[src/rtl/if_id_buffer_pkg.sv]
// Shared constants and the entry layout for the fetch/decode instruction buffer.
package if_id_buffer_pkg;

   localparam int IW_DEF = 16;

   localparam logic [IW_DEF-1:0] NOP_INSTR  = 16'h0800;
   localparam logic [IW_DEF-1:0] HALT_INSTR = 16'h0000;

   typedef struct packed {
      logic [IW_DEF-1:0] instr;
      logic [IW_DEF-1:0] pc2;
   } entry_t;

endpackage : if_id_buffer_pkg

[src/rtl/ifid_entry_ram.sv]
// Entry storage for if_id_buffer: synchronous write at the tail, asynchronous read at the head.
module ifid_entry_ram #(
   parameter int DEPTH = 2,
   parameter int W     = 32,
   parameter int AW    = 1
) (
   input  logic          clk,
   input  logic          we_i,
   input  logic [AW-1:0] waddr_i,
   input  logic [W-1:0]  wdata_i,
   input  logic [AW-1:0] raddr_i,
   output logic [W-1:0]  rdata_o
);

   logic [W-1:0] mem_q [DEPTH];

   // NOTE: data storage is deliberately not reset; whether a slot holds a live
   // entry is decided by the occupancy count, so clearing it would only cost logic.
   always_ff @(posedge clk) begin
      if (we_i) begin
         mem_q[waddr_i] <= wdata_i;
      end
   end

   assign rdata_o = mem_q[raddr_i];

endmodule : ifid_entry_ram

[src/rtl/if_id_buffer.sv]
// IF/ID decoupling buffer: circular queue of {instr, pc2} with HALT freeze and flush.
// Optional saturating statistics counters are built when IF_ID_BUFFER_STATS_EN is defined.
module if_id_buffer
   import if_id_buffer_pkg::*;
#(
   parameter int DEPTH = 2,
   parameter int IW    = IW_DEF
) (
   input  logic          clk,
   input  logic          rst,
   input  logic          in_valid,
   input  logic [IW-1:0] in_instr,
   input  logic [IW-1:0] in_pc2,
   output logic          in_ready,
   output logic          out_valid,
   output logic [IW-1:0] out_instr,
   output logic [IW-1:0] out_pc2,
   input  logic          out_ready,
   input  logic          flush,
   output logic          halt_held
`ifdef IF_ID_BUFFER_STATS_EN
   ,
   output logic [15:0]   stat_bubbles,
   output logic [15:0]   stat_full,
   output logic [15:0]   stat_flushes
`endif
);

   localparam int AW = $clog2(DEPTH);
   localparam int CW = $clog2(DEPTH) + 1;
   localparam logic [CW-1:0] FULL_CNT = CW'(DEPTH);

   logic [AW-1:0] head_q, head_d;
   logic [AW-1:0] tail_q, tail_d;
   logic [CW-1:0] count_q, count_d;
   logic          halt_q, halt_d;

   logic          enq, deq;
   logic [2*IW-1:0] rd_data;

   assign out_valid = (count_q != '0);
   // Full blocks enqueue outright, independent of out_ready, so in_ready stays off the decode stall path.
   assign in_ready  = rst & ~flush & ~halt_q & (count_q < FULL_CNT);
   assign enq       = in_valid & in_ready;
   assign deq       = out_valid & out_ready;
   assign halt_held = halt_q;

   assign out_instr = out_valid ? rd_data[2*IW-1:IW] : IW'(NOP_INSTR);
   assign out_pc2   = out_valid ? rd_data[IW-1:0]    : '0;

   ifid_entry_ram #(
      .DEPTH (DEPTH),
      .W     (2 * IW),
      .AW    (AW)
   ) u_ram (
      .clk     (clk),
      .we_i    (enq),
      .waddr_i (tail_q),
      .wdata_i ({in_instr, in_pc2}),
      .raddr_i (head_q),
      .rdata_o (rd_data)
   );

   // NOTE: every next-state variable gets its hold value first, so no path leaves it unassigned (no latches).
   always_comb begin
      head_d  = head_q;
      tail_d  = tail_q;
      count_d = count_q;
      halt_d  = halt_q;
      if (flush) begin
         head_d  = '0;
         tail_d  = '0;
         count_d = '0;
         halt_d  = 1'b0;
      end else begin
         if (enq) begin
            tail_d = tail_q + 1'b1;
            if (in_instr == IW'(HALT_INSTR)) begin
               halt_d = 1'b1;
            end
         end
         if (deq) begin
            head_d = head_q + 1'b1;
         end
         unique case ({enq, deq})
            2'b10:   count_d = count_q + 1'b1;
            2'b01:   count_d = count_q - 1'b1;
            default: count_d = count_q;
         endcase
      end
   end

   // NOTE: sequential state uses non-blocking assignments so all registers update together at the edge.
   always_ff @(posedge clk) begin
      if (!rst) begin
         head_q  <= '0;
         tail_q  <= '0;
         count_q <= '0;
         halt_q  <= 1'b0;
      end else begin
         head_q  <= head_d;
         tail_q  <= tail_d;
         count_q <= count_d;
         halt_q  <= halt_d;
      end
   end

`ifdef IF_ID_BUFFER_STATS_EN
   logic [15:0] bubbles_q, full_q, flushes_q;

   // Statistics survive flush; only reset clears them.
   always_ff @(posedge clk) begin
      if (!rst) begin
         bubbles_q <= '0;
         full_q    <= '0;
         flushes_q <= '0;
      end else begin
         if (!out_valid && bubbles_q != 16'hFFFF) begin
            bubbles_q <= bubbles_q + 16'd1;
         end
         if (count_q == FULL_CNT && full_q != 16'hFFFF) begin
            full_q <= full_q + 16'd1;
         end
         if (flush && flushes_q != 16'hFFFF) begin
            flushes_q <= flushes_q + 16'd1;
         end
      end
   end

   assign stat_bubbles = bubbles_q;
   assign stat_full    = full_q;
   assign stat_flushes = flushes_q;
`endif

endmodule : if_id_buffer
[config.mk]
export PLATFORM = sky130hd
export DESIGN_NAME = if_id_buffer
export DESIGN_NICKNAME = d
export VERILOG_FILES = /design/src/rtl/if_id_buffer_pkg.sv /design/src/rtl/ifid_entry_ram.sv /design/src/rtl/if_id_buffer.sv
export SDC_FILE = /design/constraint.sdc
export NUM_CORES = 1
export LEC_CHECK = 0
export CELL_PAD_IN_SITES_DETAIL_PLACEMENT = 0
export CELL_PAD_IN_SITES_GLOBAL_PLACEMENT = 1
export CORE_MARGIN = 4
export CORE_UTILIZATION = 39
export CTS_BUF_LIST = sky130_fd_sc_hd__clkbuf_16
export DETAILED_ROUTE_END_ITERATION = 8
export PLACE_DENSITY = 0.81
export SLEW_MARGIN = 25
export SYNTH_ARGS = -nofsm -noshare
export SYNTH_HDL_FRONTEND = slang
export SYNTH_SLANG_ARGS = --single-unit
[constraint.sdc]
create_clock -name clk -period 3.8 [get_ports clk]
set_input_delay 0.76 -clock clk [delete_from_list [all_inputs] [get_ports clk]]
set_output_delay 0.76 -clock clk [all_outputs]
set_load 0.01 [all_outputs]
# Word level (Yosys, flattened, before mapping)
# Memory sizes are Yosys's and may differ from the RTL's. A register that Yosys moved wholly into a read port is not among the register bits.
# Index checks and enable logic that the tools add are counted.
dict set report word_totals {
  register_bits 5
  latch_bits 0
  ram_bits 64
  rom_bits 0
  in_bits 37
  output_inout_bits 35
  wordCells 32
  memories 1
}
# memory words width read_ports rd_clocked_by_memory_dff write_ports line
set mem_list {}
lappend mem_list {u_ram.mem_q 2 32 1 1 1 ifid_entry_ram.sv:15} ;# logic [W-1:0] mem_q [DEPTH];
dict set report op_classes {
  add_sub_neg 4
  n_mul 0
  div_mod_pow 0
  magnitude_cmp 1
  n_eq_ne 2
  shifts 0
  muxes 7
  bitwise 8
  n_reduce_logical 5
}
# op count
set ops {}
lappend ops {{$mux 16} 2}
lappend ops {{$logic_not 16->1} 1}
lappend ops {{$and 1x1->1} 5}
lappend ops {{$mux 1} 4}
lappend ops {{$pmux 2 s2} 1}
lappend ops {{$reduce_bool 2->1} 2}
lappend ops {{$not 1->1} 3}
lappend ops {{$add 1x1->1 const B} 2}
lappend ops {{$add 2x1->2 const B} 1}
lappend ops {{$eq 2x1->1 const B} 1}
lappend ops {{$eq 2x2->1 const B} 1}
lappend ops {{$lt 2x2->1 const B} 1}
lappend ops {{$reduce_and 2->1} 1}
lappend ops {{$reduce_or 2->1} 1}
lappend ops {{$sub 2x1->2 const B} 1}

# Depth between registers and ports, before layout
dict set report depth {
  depth_word 7
  depth_mapped 6
  ltp_nobuf 6
}

# By module
# A second synthesis with hierarchy kept.
dict set report unflattened {
  hier_cells 171
  hier_area_um2 2984.1
}
# mod n_inst cells_each area_each_um2 seq_area_each_um2
set by_module_without_submodules {}
lappend by_module_without_submodules {ifid_entry_ram 1 102 2478.6 1921.8}
lappend by_module_without_submodules {if_id_buffer 1 69 505.5 100.1}

# Worst setup path before layout
# OpenSTA, ideal clock, no wires.
dict set report synth_path {
  kind {input to register}
  startpoint {input port flush}
  endpoint {memory u_ram.mem_q[1][0], enable pin}
  setup_ns 0.421
  arrival_ns 2.599
  required_ns 3.379
  path_slack_ns 0.780
  path_stages 3
  n_path_buf 0
  path_cell_list {nor4b_4 -> nand2_2 -> nor2_1}
}
dict set report synth_via {
  elab_chain_cells 7
}
# element line
set synth_lines {}
lappend synth_lines {{from (decl)} if_id_buffer.sv:19} ;# input logic flush,
lappend synth_lines {{$not 1->1} if_id_buffer.sv:43} ;# assign in_ready = rst & ~flush & ~halt_q & (count_q < FULL_CNT);
lappend synth_lines {{$and 1x1->1 (3 in a row)} if_id_buffer.sv:43}
lappend synth_lines {{$and 1x1->1} if_id_buffer.sv:44} ;# assign enq = in_valid & in_ready;
lappend synth_lines {{$mux 1} ifid_entry_ram.sv:20} ;# if (we_i) begin
lappend synth_lines {{$mux 1 (not written as such)} ifid_entry_ram.sv:21} ;# mem_q[waddr_i] <= wdata_i;
lappend synth_lines {{to (decl)} ifid_entry_ram.sv:15}
# Every way passes these cells.

# Final worst setup path
dict set report layout_path {
  startpoint {input port rst}
  endpoint {output port in_ready}
}
dict set report layout_via {
  elab_chain_cells 3
}
# element line
set layout_lines {}
lappend layout_lines {{from (decl)} if_id_buffer.sv:10} ;# input logic rst,
lappend layout_lines {{$and 1x1->1 (3 in a row)} if_id_buffer.sv:43}
lappend layout_lines {{to (decl)} if_id_buffer.sv:14} ;# output logic in_ready,
# Every way passes these cells.

==> results.yml <==
run_status:
  outcome: "finished, final reports clean"
synth:
  synth-xor-area-share_pct: 0.967
  synth_largest_type_area_fraction_pct: 70.7
  yosys_warnings: 0
  synthesis.area_per_instance_um2: 15.9
  synthesis.area_um2: 2720
  synth_mux_area_share_pct: 11.8
  syn-instance-count: 171
  netlist-cell-type-count: 23
  synth.largest_area_cell: "sky130_fd_sc_hd__edfxtp_1"
  main_combinational_cell_family_by_area_after_synthesis: "multiplexers"
  yosysSeqAreaShare_pct: 75.1
  synth_fa_ha_area_share_pct: 0.460
  syn-num-nets: 209
  synth_area_in_simple_gates_pct: 8.33
  synth_area_in_compound_gates_pct: 1.66
  ys_top_cells_by_area: "sky130_fd_sc_hd__edfxtp_1 (71%), sky130_fd_sc_hd__mux2i_1 (12%), sky130_fd_sc_hd__nor2_1 (5.0%)"
  ys_ff_latch: 70
setup_path:
  critical-path-slowest-cell: "sky130_fd_sc_hd__clkdlybuf4s50_1"
  worstSetupStartpointType: "primary input"
  library_cell_appearing_most_often_on_the_critical_path: "sky130_fd_sc_hd__clkdlybuf4s50_1"
  critical_path.endpoint_type: "output port"
  path_class: "primary input to output port"
  regToRegSetupSlack_ps: 1830
  timing.critical_path.slowest_cell_delay_ps: 610
  cp_data_arrival_time_ps: 2160
  path_cells: "clkdlybuf4s50_1 > nor4b_4 > clkdlybuf4s50_1"
  worst-endpoint-required_ps: 3040
  highest_fanout_seen_on_the_critical_path: 4
sta:
  maxClockFrequency_ghz: 0.342
  slew_viol_final: 0
  pin_slew_with_the_least_headroom_to_its_limit_ps: 549
  final.min_clock_period_ps: 2920
  setup_viol: 0
  rsz_0062_raised_after_global_routing: "false"
  finalWorstSetupSlack_ps: 876
  final_min_period_over_clock_period_pct: 76.9
  maxSlewHeadroom_pct: 63.3
  report.final.hold_viol_count: 0
  final.setup_skew_ps: 7.93
  totalNegativeSetupSlack_ps: 0
finish:
  antennaDiodeCount: 0
  highest_count_cells_in_the_layout_ignoring_fill_and_taps: "sky130_fd_sc_hd__clkdlybuf4s50_1 (71), sky130_fd_sc_hd__edfxtp_1 (64), sky130_fd_sc_hd__nor2_1 (34)"
  final_layout_size_suffix_gt1_share_pct: 10.5
  final_common_cell: "sky130_fd_sc_hd__clkdlybuf4s50_1"
  design.final.nets: 291
  layoutNonFillerInstCount: 354
  area_growth_syn_to_layout_pct: 42.2
die:
  placementRows: 30
  floorplan.initialDensity_pct: 40.0
  core-area_um2: 6790
  ioPinCount: 72
  fp.dieArea_um2: 8370
  chipWidth_um: 91.5
  chipHeight_um: 91.5
global_route:
  grt_antenna_before_repair: 0
  grt_util_all_layers_pct: 12.7
  grt_pass1_vias: 1676
  grt_max_degree: 33
  global_route_wire_length_before_repair_um: 8010
  overflow: 0
clocking:
  holdBufCountCts: 0
  ctsHtreeMaxLevel: 3
  ctsRootBufferMaster: "sky130_fd_sc_hd__clkbuf_16"
  cts_resized: 0
  numCtsBuffers: 9
  cts.clk_slew.worst_paths_ps: 50
  clk_latency_ps: 320
  tritoncts_clock_tree: "done"
  cts_setup_buffers: 0
  clock_sinks: 70
  cts-root-to-sink-buffers: 2
detailed_routing:
  vias: 1615
  drt_drc_violations_left: 0
  drt-pass1-iter-count: 4
  first_iter_violations: 29
  vias_per_cell: 4.56
  detail_route.wirelength_um: 4950
  antenna_left: 0
  avgRoutedWirePerCell_um: 14.0
pwr:
  power_density_nw_per_um2: 447
  power.leakage_nw: 1.26
  ir_worst_vdd_mv: 0.297
place:
  dpl.hpwl_um: 3420
  numPortBuffers: 71
  place_inst: 338
  globalplace.congestion: 0.737
  preCtsSetupSlack_ps: 881
job:
  max-cap-violations: 0
min_path:
  hold_crit_path_type: "register to register"
-- cells in the mapped netlist (all sizes together) --
cell type and n:
a21o 1, a21oi 2, buf 3, clkbuf 4, dfxtp 6, edfxtp 64
ha 1, inv 4, mux2i 32, nand2 2, nand2b 1, nand3 2
nand3b 1, nor2 36, nor4 3, nor4b 1, o21ai 2, o41ai 1
or3 1, or4 1, xnor2 1, xor2 2
-- kinds of logic (layout without fill, tap and decap cells) --
group                      after synthesis  in the layout
adders and majority gates                1              1
xor gates and xnor gates                 3              3
and+or+nand+nor                         48             48
DFF                                     70             70
muxes                                   32             32
buffers and inverters                   11             98
AOI/OAI and AO/OA                        6              6
-- final timing paths --
check | start | end | cells past startpoint
max reg2reg | count_q[1] | u_ram.mem_q[1][0] | 4
max | rst | in_ready | 3
min reg2reg | head_q | head_q | 2
min | head_q | head_q | 2
-- layer usage --
layer / GRT usage, % / up-vias / part of all wire, %
met3: 4.89 / 5 / 7.0
met2: 21.0 / 49 / 48
met5: 0 / - / 0
met1: 14.6 / 759 / 44
met4: 5.28 / 0 / 1.1
li1: - / 802 / -
-- power by group --
group	switching, mW	internal [mW]	total (mW)
Combinational	0.0389	0.0569	0.0958
Clock	0.279	0.496	0.775
Sequential	0.00369	0.855	0.858
Total	0.321	1.41	1.73
-- critical path, delay by kind of cell --
family | cells | cell delay [ps]
buffers and inverters | 2 | 1110
AND/OR/NAND/NOR | 1 | 300
-- cell type report --
| cell class | instances | area [µm²] |
|---|---|---|
| Timing Repair Buffer | 78 | 763 |
| Clock inverter | 7 | 57.6 |
| Sequential cell | 70 | 2040 |
| Clock buffer | 9 | 225 |
| Multi-Input combinational cell | 90 | 641 |
| Inverter | 4 | 15.0 |
| Fill cell | 567 | 2930 |
| Tap cell | 96 | 120 |
-- flip-flops by register name (all words and copies together), names as in the netlist, named ones only --
register / flops
tail_q: 1
count_q: 2
halt_held: 1
u_ram.mem_q: 64
head_q: 1
-- metrics by stage --
stage | total power [mW] | utilization [%] | instance area [µm²] | hold slack, ps
global placement | 0.969 | 52.7 | 3580 | 486
floorplan | 0.903 | - | 2720 | 472
detailed placement | 0.971 | 52.7 | 3580 | 488
finish | 1.73 | 56.9 | 3860 | 510
CTS | 1.75 | 56.9 | 3860 | 509
global route | 1.79 | 56.9 | 3860 | 545
(Power assumes the default switching activity.)
==> patch: new RTL, same settings <==
The option `IF_ID_BUFFER_STATS_EN` is turned on by a define.
--- a/src/rtl/if_id_buffer.sv
+++ b/src/rtl/if_id_buffer.sv
@@ -1,5 +1,7 @@
 // IF/ID decoupling buffer: circular queue of {instr, pc2} with HALT freeze and flush.
 // Optional saturating statistics counters are built when IF_ID_BUFFER_STATS_EN is defined.
+`define IF_ID_BUFFER_STATS_EN
+
 module if_id_buffer
    import if_id_buffer_pkg::*;
 #(
Function (old outputs only; new: stat_bubbles, stat_flushes and stat_full): kept (Yosys induction, for registers that start in step).
==> patch against the unedited design <==
  * Non-clock buffer count rose by 48
  * Synthesized cell count rose to 2.6 times the old value
  * Power up 73%
  * Wire length increased by 150%
  * Area after synthesis is 87% higher
  * Sequential cell count is 48 higher
  * Design area up 82%
  * Setup slack worse by 410 ps
  * Highest routed layer unchanged
==> patch: results (changes against the unedited design) <==
.. list-table::
   :header-rows: 1

   * - Metric
     - Value
   * - Total Routing Usage GR
     - 16.9% (+4.2 points)
   * - Final RePlAce weighted congestion
     - 0.790 (+7.1%)
   * - Slowest cell on the critical path
     - sky130_fd_sc_hd__clkdlybuf4s50_1
   * - Max VDD drop
     - 0.194 mV (-35%)
   * - Endpoints failing hold
     - 0 (unchanged)
   * - Synth top area cells
     - sky130_fd_sc_hd__edfxtp_1 38%, sky130_fd_sc_hd__dfxtp_1 21%, sky130_fd_sc_hd__mux2i_1 8.5%
   * - Synth Net Count
     - 492 (+140%)
   * - Sequential share of the synthesized area
     - 59.2% (-16 points)
   * - Most numerous cell types in the synthesized netlist
     - 64 x sky130_fd_sc_hd__edfxtp_1, 54 x sky130_fd_sc_hd__dfxtp_1, 49 x sky130_fd_sc_hd__nor2_1
   * - Outcome
     - finished, final reports clean
   * - Path type of the worst min-delay path
     - reg -> reg
   * - Leakage
     - 2.23 nW (+78%)
   * - Number of antenna diodes
     - 0 (unchanged)
   * - Number of antenna violations at the first check in global routing
     - 0 (unchanged)
   * - Largest net degree at the start of global routing
     - 37 (+12%)
   * - Share of cells above drive strength 1
     - 8.28% (-2.2 points)
   * - Cell type group with the largest total delay on the critical path
     - buffers and inverters
   * - Maximum single-stage delay on the critical path
     - 660 ps (+50 ps)
   * - Wire length of the first global-routing pass
     - 19600 µm (+140%)
   * - Endpoint arrival time on the critical path
     - 2570 ps (+410 ps)
   * - Number of buffers on the longest clock path
     - 2 (unchanged)
   * - Count of vias placed by the detailed router
     - 3989 (+150%)
   * - Largest register FFs
     - 64 (unchanged)
   * - Remaining DRCs
     - 0 (unchanged)
   * - Clk root buf
     - sky130_fd_sc_hd__clkbuf_16
   * - Number of global-route vias before repair
     - 3910 (+130%)
   * - Post-cts repair resize count
     - 0 (unchanged)
   * - Skew-Pair Late Insertion Delay
     - 410 ps (+90 ps)
   * - Number of nets in the finished design
     - 620 (+110%)
   * - Placed wire-length estimate
     - 8270 µm (+140%)
   * - Number of H-tree levels
     - 4 (+1)
   * - Syn. warnings
     - 0 (unchanged)
   * - Overall routed net length
     - 12100 µm (+150%)
   * - Buffers on Ports
     - 119 (+68%)
   * - Post-CTS setup buffer count
     - 0 (unchanged)
   * - Detailed-routing iteration count for the pre-antenna-repair pass
     - 4 (unchanged)
   * - Number of violations reported at the end of detailed-routing iteration 0
     - 168 (+480%)
   * - Fraction of registers with async set/reset
     - 0% (unchanged)
   * - Clock transition at the register clock pins on the worst setup and hold paths after CTS
     - 60 ps
   * - Yosys cell types
     - 46 (+100%)
   * - Num CTS Buffers
     - 17 (+8)
   * - Number of enable flip-flop cells after synthesis
     - 64 (unchanged)
   * - Largest fanout of any net on the critical path
     - 7 (+3)
   * - Worst slew margin
     - 50.0% (-13 points)
   * - Final worst clock skew
     - 6.87 ps (-1.06 ps)
   * - Top register by number of flip-flops
     - u_ram.mem_q
==> patch: cell count changes in the layout (fill, tap and decap cells not counted), sizes merged, moves of 11 or more <==
| cell | change |
|---|---|
| o21ai | +13 |
| nand2 | +22 |
| clkdlybuf4s50 | +48 |
| nor2 | +14 |
| nand3 | +12 |
| nand4 | +15 |
| or4 | +12 |
| dfxtp | +48 |
| o31ai | +13 |
| a21oi | +27 |
| or3 | +14 |
| mux2i | +11 |
==> patch: path summary, 6_finish.rpt <==
check                                       from          endpoint  slack, ps  depth (start not counted)
worst min register to register  stat_flushes[15]  stat_flushes[15]        490                          2
worst min-delay path            stat_flushes[15]  stat_flushes[15]        490                          2
worst max-delay path                       flush          in_ready        470                          3
worst max register to register        count_q[0]   stat_bubbles[9]       1530                          6
==> patch: layout make-up <==
class,count,area (µm²)
inverter,12,45.0
clock buffer,17,425
clock inverter,15,133
multi-input combinational,304,1960
timing repair buffer,126,1240
sequential,118,3000
tap,172,215
fill,1124,5640
==> patch: metal layers <==
metal	GRT usage [%]	vias up	wire length, µm
met5	0	-	0
met4	7.63	0	207
met3	5.57	15	838
met2	26.9	128	5730
met1	20.9	1877	5370
li1	-	1969	-
==> patch: worst reg2reg max path, stage by stage, from the launching register on <==
cell and delay (ps):
sky130_fd_sc_hd__dfxtp_1 380, sky130_fd_sc_hd__nor2_4 100, sky130_fd_sc_hd__buf_4 360, sky130_fd_sc_hd__inv_2 200
sky130_fd_sc_hd__or3_1 510, sky130_fd_sc_hd__or4_1 500, sky130_fd_sc_hd__a21oi_1 150
==> patch: cell families (layout without fill, tap and decap cells) <==
logic type	Yosys count	in the layout	share of synthesized area, %
and+or+nand+nor	177	177	18.6
DFF	118	118	59.2
AOI/OAI and AO/OA	74	74	9.45
muxes	43	43	8.49
buffers and inverters	29	170	2.17
xor gates and xnor gates	6	6	1.04
adders and majority gates	4	4	0.987
==> patch: power breakdown <==
part | leakage (nW) | internal (W) | switching (W)
combinational | 0.951 | 0.0000741 | 0.0000671
sequential | 1.02 | 0.00136 | 0.0000114
clock | 0.261 | 0.000897 | 0.000585
total | 2.23 | 0.00234 | 0.000664
==> patch: per-stage QoR <==
stage / cells / hold slack, ps / worst slack [ps] / cell area [µm²] / total power [W]
finish: 764 / 491 / 467 / 7030 / 0.00300
global route: 764 / 522 / 441 / 7030 / 0.00310
CTS: 764 / 494 / 492 / 7030 / 0.00303
detailed placement: 732 / 484 / 500 / 6470 / 0.00154
global placement: 732 / 478 / 518 / 6470 / 0.00154
floorplan: 451 / 481 / 449 / 5070 / 0.00145
